===== config.mk =====
export PLATFORM = sky130hd
export DESIGN_NAME = exp_sched
export DESIGN_NICKNAME = d
export VERILOG_FILES = /design/src/rtl/exp_sched_pkg.sv /design/src/rtl/exp_sched_tdm_delay.sv /design/src/rtl/exp_sched.sv
export SDC_FILE = /design/constraint.sdc
export NUM_CORES = 1
export LEC_CHECK = 0
export ABC_CLOCK_PERIOD_IN_PS = 2400
export BUFFER_PORTS_ARGS = -buffer_cell sky130_fd_sc_hd__buf_2
export CAP_MARGIN = 40
export CORE_MARGIN = 2
export CORE_UTILIZATION = 42
export DETAILED_ROUTE_END_ITERATION = 8
export GPL_TIMING_DRIVEN = 0
export PLACE_DENSITY = 0.76
export SYNTH_ARGS = -nofsm -noshare
export SYNTH_HDL_FRONTEND = slang
export SYNTH_HIERARCHICAL = 1
export SYNTH_SLANG_ARGS = --single-unit

===== constraint.sdc =====
create_clock -name clk -period 2.4 [get_ports clk]
set_input_delay 0.48 -clock clk [delete_from_list [all_inputs] [get_ports clk]]
set_output_delay 0.48 -clock clk [all_outputs]
set_load 0.03 [all_outputs]

===== src/rtl/exp_sched_pkg.sv =====
// Shared definitions for the exp_sched TDM sequencer.
// Default slot geometry, word widths, pipeline latencies and the FSM state type.
package exp_sched_pkg;

  localparam int unsigned NSLOT    = 8;   // operator slots per sample
  localparam int unsigned SSZ      = 3;   // slot index width, log2(NSLOT)
  localparam int unsigned WSZ      = 16;  // wave word width (log domain)
  localparam int unsigned ASZ      = 9;   // atten word width
  localparam int unsigned OSZ      = 12;  // exp_conv signed output width
  localparam int unsigned EXP_LAT  = 3;   // exp_conv latency, clocks
  localparam int unsigned RF_RDLAT = 1;   // register-file read latency, clocks

  typedef enum logic [1:0] {
    StIdle,
    StIssue,
    StDrain,
    StDone
  } state_e;

endpackage


===== src/rtl/exp_sched_tdm_delay.sv =====
// Fixed-depth shift register carrying {valid, en, slot} alongside the
// register-file + exp_conv pipeline, so each result arrives tagged.
// Ports:
//   clk, reset            clock, async active-high reset (clears all stages)
//   in_valid/en/slot      tag entering the pipe this clock
//   out_valid/en/slot     tag leaving the pipe Depth clocks later
module exp_sched_tdm_delay #(
  parameter int unsigned Depth = 4,
  parameter int unsigned SlotW = 3
) (
  input  logic             clk,
  input  logic             reset,
  input  logic             in_valid,
  input  logic             in_en,
  input  logic [SlotW-1:0] in_slot,
  output logic             out_valid,
  output logic             out_en,
  output logic [SlotW-1:0] out_slot
);

  localparam int unsigned TagW = SlotW + 2;

  logic [TagW-1:0] pipe_q [Depth];

  always_ff @(posedge clk or posedge reset) begin
    if (reset) begin
      for (int unsigned i = 0; i < Depth; i++) begin
        pipe_q[i] <= '0;
      end
    end else begin
      pipe_q[0] <= {in_valid, in_en, in_slot};
      for (int unsigned i = 1; i < Depth; i++) begin
        pipe_q[i] <= pipe_q[i-1];
      end
    end
  end

  assign {out_valid, out_en, out_slot} = pipe_q[Depth-1];

endmodule


===== src/rtl/exp_sched.sv =====
// TDM sequencer sharing one exp_conv among NSlot operator slots.
// On an accepted tick it reads slots 0..NSlot-1 from the register file, one per clock,
// forwards each read to exp_conv, writes each linear result back and sums enabled slots
// into one mix sample.
// Ports:
//   clk, reset              clock, async active-high reset
//   tick, slot_en           sample strobe and per-slot mix enable (latched on accept)
//   rd_addr, rd_wave/atten  register-file read port
//   exp_wave/atten, exp_out exp_conv interface
//   res_we/addr/data        result write-back port
//   mix, mix_valid          mixed sample and its one-clock update strobe
//   busy, overrun           frame in progress; sticky tick-while-busy flag
module exp_sched
  import exp_sched_pkg::*;
#(
  parameter int unsigned NSlot  = NSLOT,
  parameter int unsigned SlotW  = SSZ,
  parameter int unsigned WaveW  = WSZ,
  parameter int unsigned AttenW = ASZ,
  parameter int unsigned OutW   = OSZ,
  parameter int unsigned RdLat  = RF_RDLAT,
  parameter int unsigned XLat   = EXP_LAT
) (
  input  logic                    clk,
  input  logic                    reset,
  input  logic                    tick,
  input  logic [NSlot-1:0]        slot_en,
  output logic [SlotW-1:0]        rd_addr,
  input  logic [WaveW-1:0]        rd_wave,
  input  logic [AttenW-1:0]       rd_atten,
  output logic [WaveW-1:0]        exp_wave,
  output logic [AttenW-1:0]       exp_atten,
  input  logic [OutW-1:0]         exp_out,
  output logic                    res_we,
  output logic [SlotW-1:0]        res_addr,
  output logic [OutW-1:0]         res_data,
  output logic [OutW+SlotW-1:0]   mix,
  output logic                    mix_valid,
  output logic                    busy,
  output logic                    overrun
);

  localparam int unsigned AccW  = OutW + SlotW;
  localparam int unsigned Depth = RdLat + XLat;
  localparam logic [SlotW-1:0] LastSlot = SlotW'(NSlot - 1);

  state_e state_q, state_d;

  logic [SlotW-1:0] rd_addr_q, rd_addr_d;
  logic [NSlot-1:0] en_q, en_d;
  logic [AccW-1:0]  acc_q, acc_d;
  logic [AccW-1:0]  mix_q, mix_d;
  logic             mix_valid_q, mix_valid_d;
  logic             busy_q, busy_d;
  logic             overrun_q, overrun_d;
  logic             res_we_q, res_we_d;
  logic [SlotW-1:0] res_addr_q, res_addr_d;
  logic [OutW-1:0]  res_data_q, res_data_d;

  logic             tail_valid, tail_en;
  logic [SlotW-1:0] tail_slot;
  logic             tick_accept;

  assign tick_accept = tick && (state_q == StIdle);

  // Register file read data goes straight to exp_conv; no local staging.
  assign exp_wave  = rd_wave;
  assign exp_atten = rd_atten;

  exp_sched_tdm_delay #(
    .Depth (Depth),
    .SlotW (SlotW)
  ) u_delay (
    .clk       (clk),
    .reset     (reset),
    .in_valid  (state_q == StIssue),
    .in_en     (en_q[rd_addr_q]),
    .in_slot   (rd_addr_q),
    .out_valid (tail_valid),
    .out_en    (tail_en),
    .out_slot  (tail_slot)
  );

  // State register and datapath registers.
  always_ff @(posedge clk or posedge reset) begin
    if (reset) begin
      state_q     <= StIdle;
      rd_addr_q   <= '0;
      en_q        <= '0;
      acc_q       <= '0;
      mix_q       <= '0;
      mix_valid_q <= 1'b0;
      busy_q      <= 1'b0;
      overrun_q   <= 1'b0;
      res_we_q    <= 1'b0;
      res_addr_q  <= '0;
      res_data_q  <= '0;
    end else begin
      state_q     <= state_d;
      rd_addr_q   <= rd_addr_d;
      en_q        <= en_d;
      acc_q       <= acc_d;
      mix_q       <= mix_d;
      mix_valid_q <= mix_valid_d;
      busy_q      <= busy_d;
      overrun_q   <= overrun_d;
      res_we_q    <= res_we_d;
      res_addr_q  <= res_addr_d;
      res_data_q  <= res_data_d;
    end
  end

  // Next-state logic.
  always_comb begin
    state_d = state_q;
    unique case (state_q)
      StIdle:  if (tick) state_d = StIssue;
      StIssue: if (rd_addr_q == LastSlot) state_d = StDrain;
      // The last slot is captured on the same edge that enters StDone.
      StDrain: if (tail_valid && (tail_slot == LastSlot)) state_d = StDone;
      StDone:  state_d = StIdle;
      default: state_d = StIdle;
    endcase
  end

  // Output and datapath next values.
  always_comb begin
    rd_addr_d   = rd_addr_q;
    en_d        = en_q;
    acc_d       = acc_q;
    mix_d       = mix_q;
    mix_valid_d = 1'b0;
    busy_d      = busy_q;
    overrun_d   = overrun_q;
    res_we_d    = tail_valid;
    res_addr_d  = res_addr_q;
    res_data_d  = res_data_q;

    if (tick_accept) begin
      rd_addr_d = '0;
      en_d      = slot_en;
      acc_d     = '0;
      busy_d    = 1'b1;
    end else if ((state_q == StIssue) && (rd_addr_q != LastSlot)) begin
      rd_addr_d = rd_addr_q + SlotW'(1);
    end

    // Any tick outside StIdle (including the StDone clock) is dropped and flagged.
    if (tick && (state_q != StIdle)) begin
      overrun_d = 1'b1;
    end

    // Write-back is unconditional; only enabled slots feed the mix.
    if (tail_valid) begin
      res_addr_d = tail_slot;
      res_data_d = exp_out;
      if (tail_en) begin
        acc_d = acc_q + {{SlotW{exp_out[OutW-1]}}, exp_out};
      end
    end

    if (state_q == StDone) begin
      mix_d       = acc_q;
      mix_valid_d = 1'b1;
      busy_d      = 1'b0;
    end
  end

  assign rd_addr   = rd_addr_q;
  assign res_we    = res_we_q;
  assign res_addr  = res_addr_q;
  assign res_data  = res_data_q;
  assign mix       = mix_q;
  assign mix_valid = mix_valid_q;
  assign busy      = busy_q;
  assign overrun   = overrun_q;

endmodule

==> results of run 1 <==
-- placed cells by master (no fill, tap or decap), drive strengths merged, types with 2 or more instances in the layout --
cell    Yosys  routed
a21o        4       4
a21oi      16      16
a31o        2       2
a31oi       3       3
a32o        2       2
and2        2       2
and3        2       2
buf        32     117
clkbuf      5      16
clkinv      0       3
dfrtp      82      82
ha         20      20
inv        16      17
mux2       31      31
mux2i       3       3
mux4        2       2
nand2      42      42
nand2b      3       3
nand3       5       5
nand4       3       3
nor2        9       9
nor2b       2       2
o211ai      3       3
o21ai      19      19
o21bai      2       2
xnor2       5       5
xor2        4       4
-- path summary, 6_finish.rpt --
check,endpoint,slack (ps),depth (start not counted)
worst max-delay path,acc_q[14],120,9
worst min-delay path,rd_addr[0],200,2
worst max register to register,acc_q[14],120,9
worst min register to register,u_delay/out_slot[2],350,0
max in group asynchronous,acc_q[7],1600,3
min in group clk,en_q[6],310,3
-- area by class of cell --
| cell class | count | area (um^2) |
|---|---|---|
| plain buffers | 37 | 246 |
| clock buffers | 11 | 131 |
| clock inverters | 5 | 38.8 |
| fillers | 782 | 4190 |
| inverters | 16 | 60.1 |
| multi-input cells | 193 | 1470 |
| flip-flops and latches | 82 | 2050 |
| well taps | 108 | 135 |
| repair buffers | 85 | 440 |
-- per-layer routing --
layer  routed length [um]  up-vias
met5                    0        -
met4                  116        0
met3                  501        8
met2                 3380       96
li1                     -     1291
met1                 3380     1273
-- state kept, by name, summed over array words and instances, names as in the netlist, 3 cells and up --
name / flops
u_delay/out_slot: 3
u_delay/pipe_q: 15
rd_addr: 3
acc_q: 15
res_data: 12
mix: 15
res_addr: 3
en_q: 8
-- metrics by stage --
stage               power, mW  hold WS [ps]  setup slack (ps)  setup TNS, ps
floorplan                4.40           331               277              0
global placement         5.01           332              -423         -26090
detailed placement       5.13           335             -65.0          -65.0
CTS                      6.01           218               135              0
global route             6.45           237             -10.5          -10.5
finish                   5.99           197               125              0
-- worst max-delay path, cell delays in order, from the launching register on --
cell	delay (ps)
dfrtp_1	370
ha_1	190
inv_1	60
fa_1	370
nand2b_1	210
a21oi_2	260
o2111ai_2	190
nand4_1	140
nor3b_4	200
mux2i_1	210
-- repair_timing --
action                                  CTS  global route
endpoints found under the setup margin    0             1
hold endpoints to repair                  0             0
gates resized for setup                   0             4
buffers inserted                          0             0
-- cell usage after synthesis, drive strengths merged --
cell	n
a2111oi	1
a21o	4
a21oi	16
a221oi	1
a22o	1
a31o	2
a31oi	3
a32o	2
and2	2
and3	2
buf	32
clkbuf	5
dfrtp	82
fa	1
ha	20
inv	16
mux2	31
mux2i	3
mux4	2
nand2	42
nand2b	3
nand3	5
nand4	3
nor2	9
nor2b	2
nor3	1
nor3b	1
o2111ai	1
o211ai	3
o21ai	19
o21bai	2
o22ai	1
or3	1
xnor2	5
xor2	4
-- power by group through the flow --
stage,logic [mW],registers [mW],clock network (mW)
final,2.81,2.31,0.878
after global placement,2.71,2.30,0
after floorplan,1.58,2.82,0
after detailed placement,2.79,2.34,0
after CTS,2.80,2.31,0.899
after global routing,3.09,2.40,0.962
-- kinds of logic (layout without fill, tap and decap cells) --
kind of cell               count (synthesis)  in the layout  synth area share
DFF                                       82             82             0.539
and+or+nand+nor                           71             71            0.0832
AOI/OAI and AO/OA                         56             56            0.0934
buffers and inverters                     53            154            0.0806
muxes                                     36             36             0.112
adders and majority gates                 21             21            0.0711
xor gates and xnor gates                   9              9            0.0207
==> impl_metrics.json, run 1 <==
{
  "status": "finished clean",
  "cts_tree": "yes",
  "dr.pass1.iters": 4,
  "path_class": "reg -> reg",
  "avgSynthCellArea_um2": 11.6,
  "root_buffer": "clkbuf_8",
  "hp-class": "in -> async",
  "fp.dieW_um": 99.2,
  "core_area_um2": 8760,
  "num_vias": 2668,
  "seq_power_share": 0.385,
  "cts_sinks": 82,
  "yosysSeqAreaShare": 0.539,
  "final_cell_count_no_fill": 537,
  "area_growth_pct": 20.2,
  "yosys_warnings": 6,
  "p_leak_nw": 2.36,
  "timing_hold_violations_final": 0,
  "drive_above_1_share": 0.399,
  "cts_buffers": 9,
  "fmax_mhz": 440,
  "grt_use_met3": 0.0316,
  "use_met1": 0.208,
  "mappedNetlistNets": 397,
  "r2r_start": "acc_q[0]",
  "slew_headroom": 0.531,
  "fin_area_um2": 4570,
  "grt_max_degree": 37,
  "dp.cells": 521,
  "worstSetupStartpoint": "acc_q[0]",
  "grt_pass1_wl_um": 12000,
  "clk_pin_slew_ps": 90,
  "internal_power_mw": 3.49,
  "core.rowCount": 34,
  "postCtsHoldBufs": 0,
  "powerDensity_nw_per_um2": 1310,
  "synth_top_area_share": 0.539,
  "antenna_cells": 0,
  "post-route-util": 0.522,
  "vdd_drop_max_v": 0.000431,
  "cp.required_ps": 2670,
  "setup_viol": 0,
  "dpl_cell_area_um2": 4380,
  "start_kind": "flop",
  "io_pins": 110,
  "wire_per_inst_um": 13.7,
  "power_switching_share": 0.417,
  "syn-cell-area_um2": 3800,
  "gp_congestion": 0.943,
  "cts_htree_levels": 3,
  "switching_power_mw": 2.50,
  "yosys-top-cells-area": "dfrtp_1 54%, mux2_2 9.2%, ha_1 6.6%, buf_4 5.5%, nand2_1 4.1%",
  "dieArea_um2": 9830,
  "grt-busiest-layer": "met2",
  "grt_pass1_vias": 2660,
  "vias_per_cell": 4.97,
  "drc": 0,
  "grt_usage": 0.154,
  "finClkSkew_ps": 12.2,
  "nets": 493,
  "maxSlewViolCount": 0,
  "drv_cap": 0,
  "clk_latency_ps": 350,
  "clkPwrFrac": 0.147,
  "worstPathArrival_ps": 2550,
  "yosys.area.top_type": "dfrtp_1",
  "netlist_instances": 328,
  "combPwrFrac": 0.468,
  "synth_cell_types": 41,
  "antenna_found_initial": 0,
  "cp_max_fo": 4,
  "initial_core_util": 0.434,
  "drtIter0Drc": 191,
  "clockBufferDepth": 2,
  "dp_hpwl_um": 5490,
  "grt-ovfl-total": 0,
  "synth-seq-cells": 82,
  "routed_wirelength_um": 7370,
  "drtAntennaViolNets": 0,
  "layout_min_cycle_time_ps": 2280,
  "fin_crit_sh": 0.948,
  "die_y_um": 99.2,
  "end_kind": "flop",
  "grt_util_met2": 0.240,
  "port_buffers": 84,
  "worst_pin_slew_ps": 703
}
Note: power is estimated with default switching activity, not from simulation.
==> run 2: changes to the inputs <==
Settings changed: CAP_MARGIN 40 to 10, PLACE_DENSITY 0.76 to 0.66.
==> run 2 against run 1 <==
Against the previous run: register-to-register slack gained 50 ps; final cell count is the same; global-route usage shrank 0.34 points; final area grew 0.49%; via count shrank 2.2%; utilization grew 0.26 points; sequential power is essentially flat; flip-flop and latch count is the same; first-iteration DRC count shrank 70%; setup slack gained 49 ps; power grew 2.3%; die area is the same; critical path type unchanged.
==> impl_metrics.json, run 2 (synthesis gave the netlist of run 1 again) <==
{
  "status": "finished clean",
  "most-common-layout-cells": "86 x buf_2, 82 x dfrtp_1, 42 x nand2_1",
  "layout_min_cycle_time_ps": 2230,
  "grt_usage": 0.150,
  "core_area_um2": 8760,
  "drtIter0Drc": 57,
  "initial_core_util": 0.434,
  "end_kind": "flop",
  "antenna_cells": 0,
  "nets": 493,
  "die_y_um": 99.2,
  "cp.required_ps": 2650,
  "r2r_start": "acc_q[0]",
  "postCtsSetupBuffers": 0,
  "vias_per_cell": 4.86,
  "p_leak_nw": 2.38,
  "fmax_mhz": 449,
  "slew_headroom": 0.519,
  "drive_above_1_share": 0.399,
  "drv_cap": 0,
  "num_vias": 2610,
  "grt_pass1_wl_um": 11700,
  "cts_sinks": 82,
  "cts_buffers": 9,
  "clk_pin_slew_ps": 90,
  "drtAntennaViolNets": 0,
  "path_class": "reg -> reg",
  "clk_latency_ps": 360,
  "vdd_drop_max_v": 0.000526,
  "worstPathArrival_ps": 2470,
  "fin_crit_sh": 0.928,
  "gp_congestion": 0.916,
  "clockBufferDepth": 2,
  "final.setup.worst_slack_ps": 174,
  "clkPwrFrac": 0.170,
  "post-route-util": 0.524,
  "timing_hold_violations_final": 0,
  "drc": 0,
  "layout_commonest_cell": "buf_2",
  "start_kind": "flop",
  "dp_hpwl_um": 5370,
  "hp-class": "in -> async",
  "fp.dieW_um": 99.2,
  "wire_per_inst_um": 13.5,
  "finClkSkew_ps": 10.8,
  "final_cell_count_no_fill": 537,
  "power_switching_share": 0.409,
  "worstSetupStartpoint": "acc_q[0]",
  "io_pins": 110,
  "core.rowCount": 34,
  "rrSetupSlack_ps": 170,
  "switching_power_mw": 2.51,
  "combPwrFrac": 0.454,
  "area_growth_pct": 20.8,
  "dr.pass1.iters": 4,
  "cp_max_fo": 4,
  "tns_ps": 0,
  "worst_pin_slew_ps": 721,
  "routed_wirelength_um": 7240,
  "cts_tree": "yes",
  "dp.cells": 521,
  "cts_htree_levels": 3,
  "post-place-ws_ps": -96.4,
  "root_buffer": "clkbuf_8",
  "powerDensity_nw_per_um2": 1330,
  "dieArea_um2": 9830,
  "maxSlewViolCount": 0,
  "rsz0062_at_grt": "no",
  "grt_pass1_vias": 2465,
  "seq_power_share": 0.376,
  "grt-ovfl-total": 0,
  "grt_max_degree": 40,
  "port_buffers": 84,
  "internal_power_mw": 3.62,
  "antenna_found_initial": 0,
  "setup_viol": 0
}
==> run 2: cell types whose count changed in the layout (fill, tap and decap cells not counted), sizes merged <==
cell,delta
bufinv,+1
clkbuf,-1
clkinv,-2
clkinvlp,+1
inv,+1
==> run 2: final timing paths <==
path,endpoint,cells after the start
min in group clk,en_q[6],3
max reg2reg,acc_q[12],9
max in group asynchronous,res_data[5],3
min,res_addr[0],2
max,acc_q[12],9
min reg2reg,u_delay/pipe_q[12],0
==> run 2: worst max-delay path, stage by stage (launching register included) <==
cell and delay [ps]:
dfrtp_1 380, ha_1 180, inv_1 60, fa_1 390
nand2b_1 210, a21oi_2 240, o211ai_1 130, a21oi_1 190
o21ai_0 100, a32o_1 260
==> run 2: power groups by stage <==
stage          Clock [mW]  Sequential [mW]  Combinational (mW)
4_1_cts              1.07             2.32                2.80
5_1_grt              1.13             2.39                3.06
3_5_place_dp            0             2.34                2.78
2_1_floorplan           0             2.82                1.58
6_report             1.04             2.31                2.78
3_3_place_gp            0             2.31                2.71
==> run 2: timing repair <==
item	CTS	global route
resized for setup	0	1
setup endpoints to repair	0	1
hold endpoints to repair	0	0
hold buffers	0	0
==> run 2: routing by layer <==
layer / track usage / share of wire / vias up
met1: 0.211 / 0.47 / 1212
met4: 0.0664 / 0.017 / 0
met2: 0.227 / 0.44 / 96
li1: - / - / 1291
met3: 0.0316 / 0.076 / 11
met5: 0 / 0 / -
==> run 2: through the flow <==
| step | total power [mW] | hold slack [ps] | instance area (um^2) |
|---|---|---|---|
| after floorplan | 4.40 | 331 | 3800 |
| after global placement | 5.02 | 332 | 4360 |
| after detailed placement | 5.12 | 335 | 4380 |
| after CTS | 6.19 | 162 | 4590 |
| after global routing | 6.58 | 187 | 4600 |
| final | 6.13 | 156 | 4600 |
==> run 2: layout make-up <==
class	instances	area, um^2
Fill cell	773	4170
Sequential cell	82	2050
Multi-Input combinational cell	193	1450
Timing Repair Buffer	85	440
Buffer	37	246
Clock buffer	10	138
Tap cell	108	135
Clock inverter	6	73.8
Inverter	16	60.1
==> run 3: changes to the inputs <==
Settings changed: CTS_BUF_LIST from default to sky130_fd_sc_hd__clkbuf_16.
==> run 3 against run 2 <==
Against the previous run: die area is the same; sequential share of layout area shrank 0.87 points; utilization grew 1.0 points; non-clock buffer count stayed put; worst hold slack improved by 30 ps; first-iteration DRC count up 19%; routed wire length is 0.87% higher; via count is 0.73% higher; flip-flop and latch count unchanged; critical path depth did not move; count of clock-buffer cells in the layout decreased by 1; largest power group unchanged; highest routed layer unchanged.
==> impl_metrics.json, run 3 (synthesis gave the netlist of run 1 again) <==
{
  "path_class": "reg -> reg",
  "initial_core_util": 0.434,
  "seq_power_share": 0.357,
  "grt-ovfl-total": 0,
  "port_buffers": 84,
  "clockBufferDepth": 2,
  "layout_commonest_cell": "buf_2",
  "io_pins": 110,
  "end_kind": "flop",
  "fp.dieW_um": 99.2,
  "nets": 493,
  "dp_hpwl_um": 5370,
  "gp_congestion": 0.916,
  "fmax_mhz": 451,
  "drive_above_1_share": 0.396,
  "tns_ps": 0,
  "grt_pass1_vias": 2489,
  "vdd_drop_max_v": 0.000523,
  "grt_pass1_wl_um": 11800,
  "core.rowCount": 34,
  "num_vias": 2629,
  "cts_htree_levels": 3,
  "antenna_cells": 0,
  "final.setup.worst_slack_ps": 182,
  "nFillCells": 762,
  "setup_viol": 0,
  "routed_wirelength_um": 7300,
  "vias_per_cell": 4.90,
  "clkPwrFrac": 0.212,
  "postCtsSetupBuffers": 0,
  "fin_area_um2": 4690,
  "fin_crit_sh": 0.924,
  "p_leak_nw": 2.42,
  "antenna_found_initial": 0,
  "slowest_delay_ps": 390,
  "slew_headroom": 0.504,
  "post-route-util": 0.535,
  "cts_sinks": 82,
  "start_kind": "flop",
  "dpl_cell_area_um2": 4380,
  "hp-class": "in -> async",
  "drtAntennaViolNets": 0,
  "status": "finished clean",
  "powerDensity_nw_per_um2": 1380,
  "combPwrFrac": 0.431,
  "drtIter0Drc": 68,
  "drc": 0,
  "path_cells": "ha_1 > inv_1 > fa_1 > nand2b_1 > a21oi_2 > o2111ai_1 > nand4_1 > nor3b_2 > mux2i_1",
  "timing_hold_violations_final": 0,
  "switching_power_mw": 2.55,
  "power_switching_share": 0.394,
  "cp_slowest_cell": "fa_1",
  "clk_latency_ps": 330,
  "most-common-layout-cells": "86 x buf_2, 82 x dfrtp_1, 42 x nand2_1",
  "area_growth_pct": 23.2,
  "drv_cap": 0,
  "grt_usage": 0.152,
  "finClkSkew_ps": 6.19,
  "internal_power_mw": 3.92,
  "maxSlewViolCount": 0,
  "layout_min_cycle_time_ps": 2220,
  "path_buf_inv": 1,
  "wire_per_inst_um": 13.6,
  "cts_buffers": 9,
  "dr.pass1.iters": 4,
  "worst_pin_slew_ps": 744,
  "dieArea_um2": 9830,
  "die_y_um": 99.2,
  "post-place-ws_ps": -96.4,
  "postCtsHoldBufs": 0,
  "rsz0062_at_grt": "no",
  "cp_max_fo": 4,
  "total_power_mw": 6.47,
  "root_buffer": "clkbuf_16",
  "path_delay_family": "adder cells",
  "cts_tree": "yes",
  "grt_max_degree": 40,
  "cp.required_ps": 2650,
  "core_area_um2": 8760,
  "clk_pin_slew_ps": 60,
  "worstPathArrival_ps": 2470
}
run 3: changes by cell type in the layout (fill, tap and decap cells not counted):
cell	previous run	this run
clkbuf_16	0	9
clkbuf_8	10	0
clkinv_1	0	1
run 3: worst paths after layout:
check                      cells after the start            endpoint  slack, ps          startpoint
max reg2reg                                    9           acc_q[14]        180            acc_q[0]
max in group asynchronous                      3         res_data[5]       1630               reset
min                                            2         res_addr[0]        190               reset
min in group clk                               3             en_q[6]        330          slot_en[6]
min reg2reg                                    0  u_delay/pipe_q[12]        350  u_delay/pipe_q[17]
max                                            9           acc_q[14]        180            acc_q[0]
run 3: metrics by stage:
stage,instances,hold WS [ps]
floorplan,328,331
global placement,520,332
detailed placement,521,335
CTS,537,201
global route,537,226
finish,537,185
run 3: final cells by class:
cell class / instances / area, um^2 / area share
repair buffers: 85 / 440 / 0.0940
inverters: 16 / 60.1 / 0.0128
flip-flops and latches: 82 / 2050 / 0.438
plain buffers: 37 / 246 / 0.0526
clock inverters: 7 / 77.6 / 0.0166
well taps: 108 / 135 / 0.0288
clock buffers: 9 / 225 / 0.0481
multi-input cells: 193 / 1450 / 0.309
run 3: per-layer routing:
metal,up-vias,part of all wire,global-route usage
met3,8,0.065,0.0316
met5,-,0,0
met4,0,0.018,0.0695
met2,90,0.44,0.230
li1,1291,-,-
met1,1240,0.47,0.212
run 3: repair_timing:
item,CTS,global route
endpoints found under the hold margin,0,0
setup endpoints to repair,0,1
resized for setup,0,1
run 3: power by group through the flow:
| stage | Sequential, mW | Clock [mW] | Combinational [mW] |
|---|---|---|---|
| after global routing | 2.39 | 1.47 | 3.06 |
| after detailed placement | 2.34 | 0 | 2.78 |
| after global placement | 2.31 | 0 | 2.71 |
| after CTS | 2.32 | 1.41 | 2.80 |
| final | 2.31 | 1.37 | 2.79 |
| after floorplan | 2.82 | 0 | 1.58 |
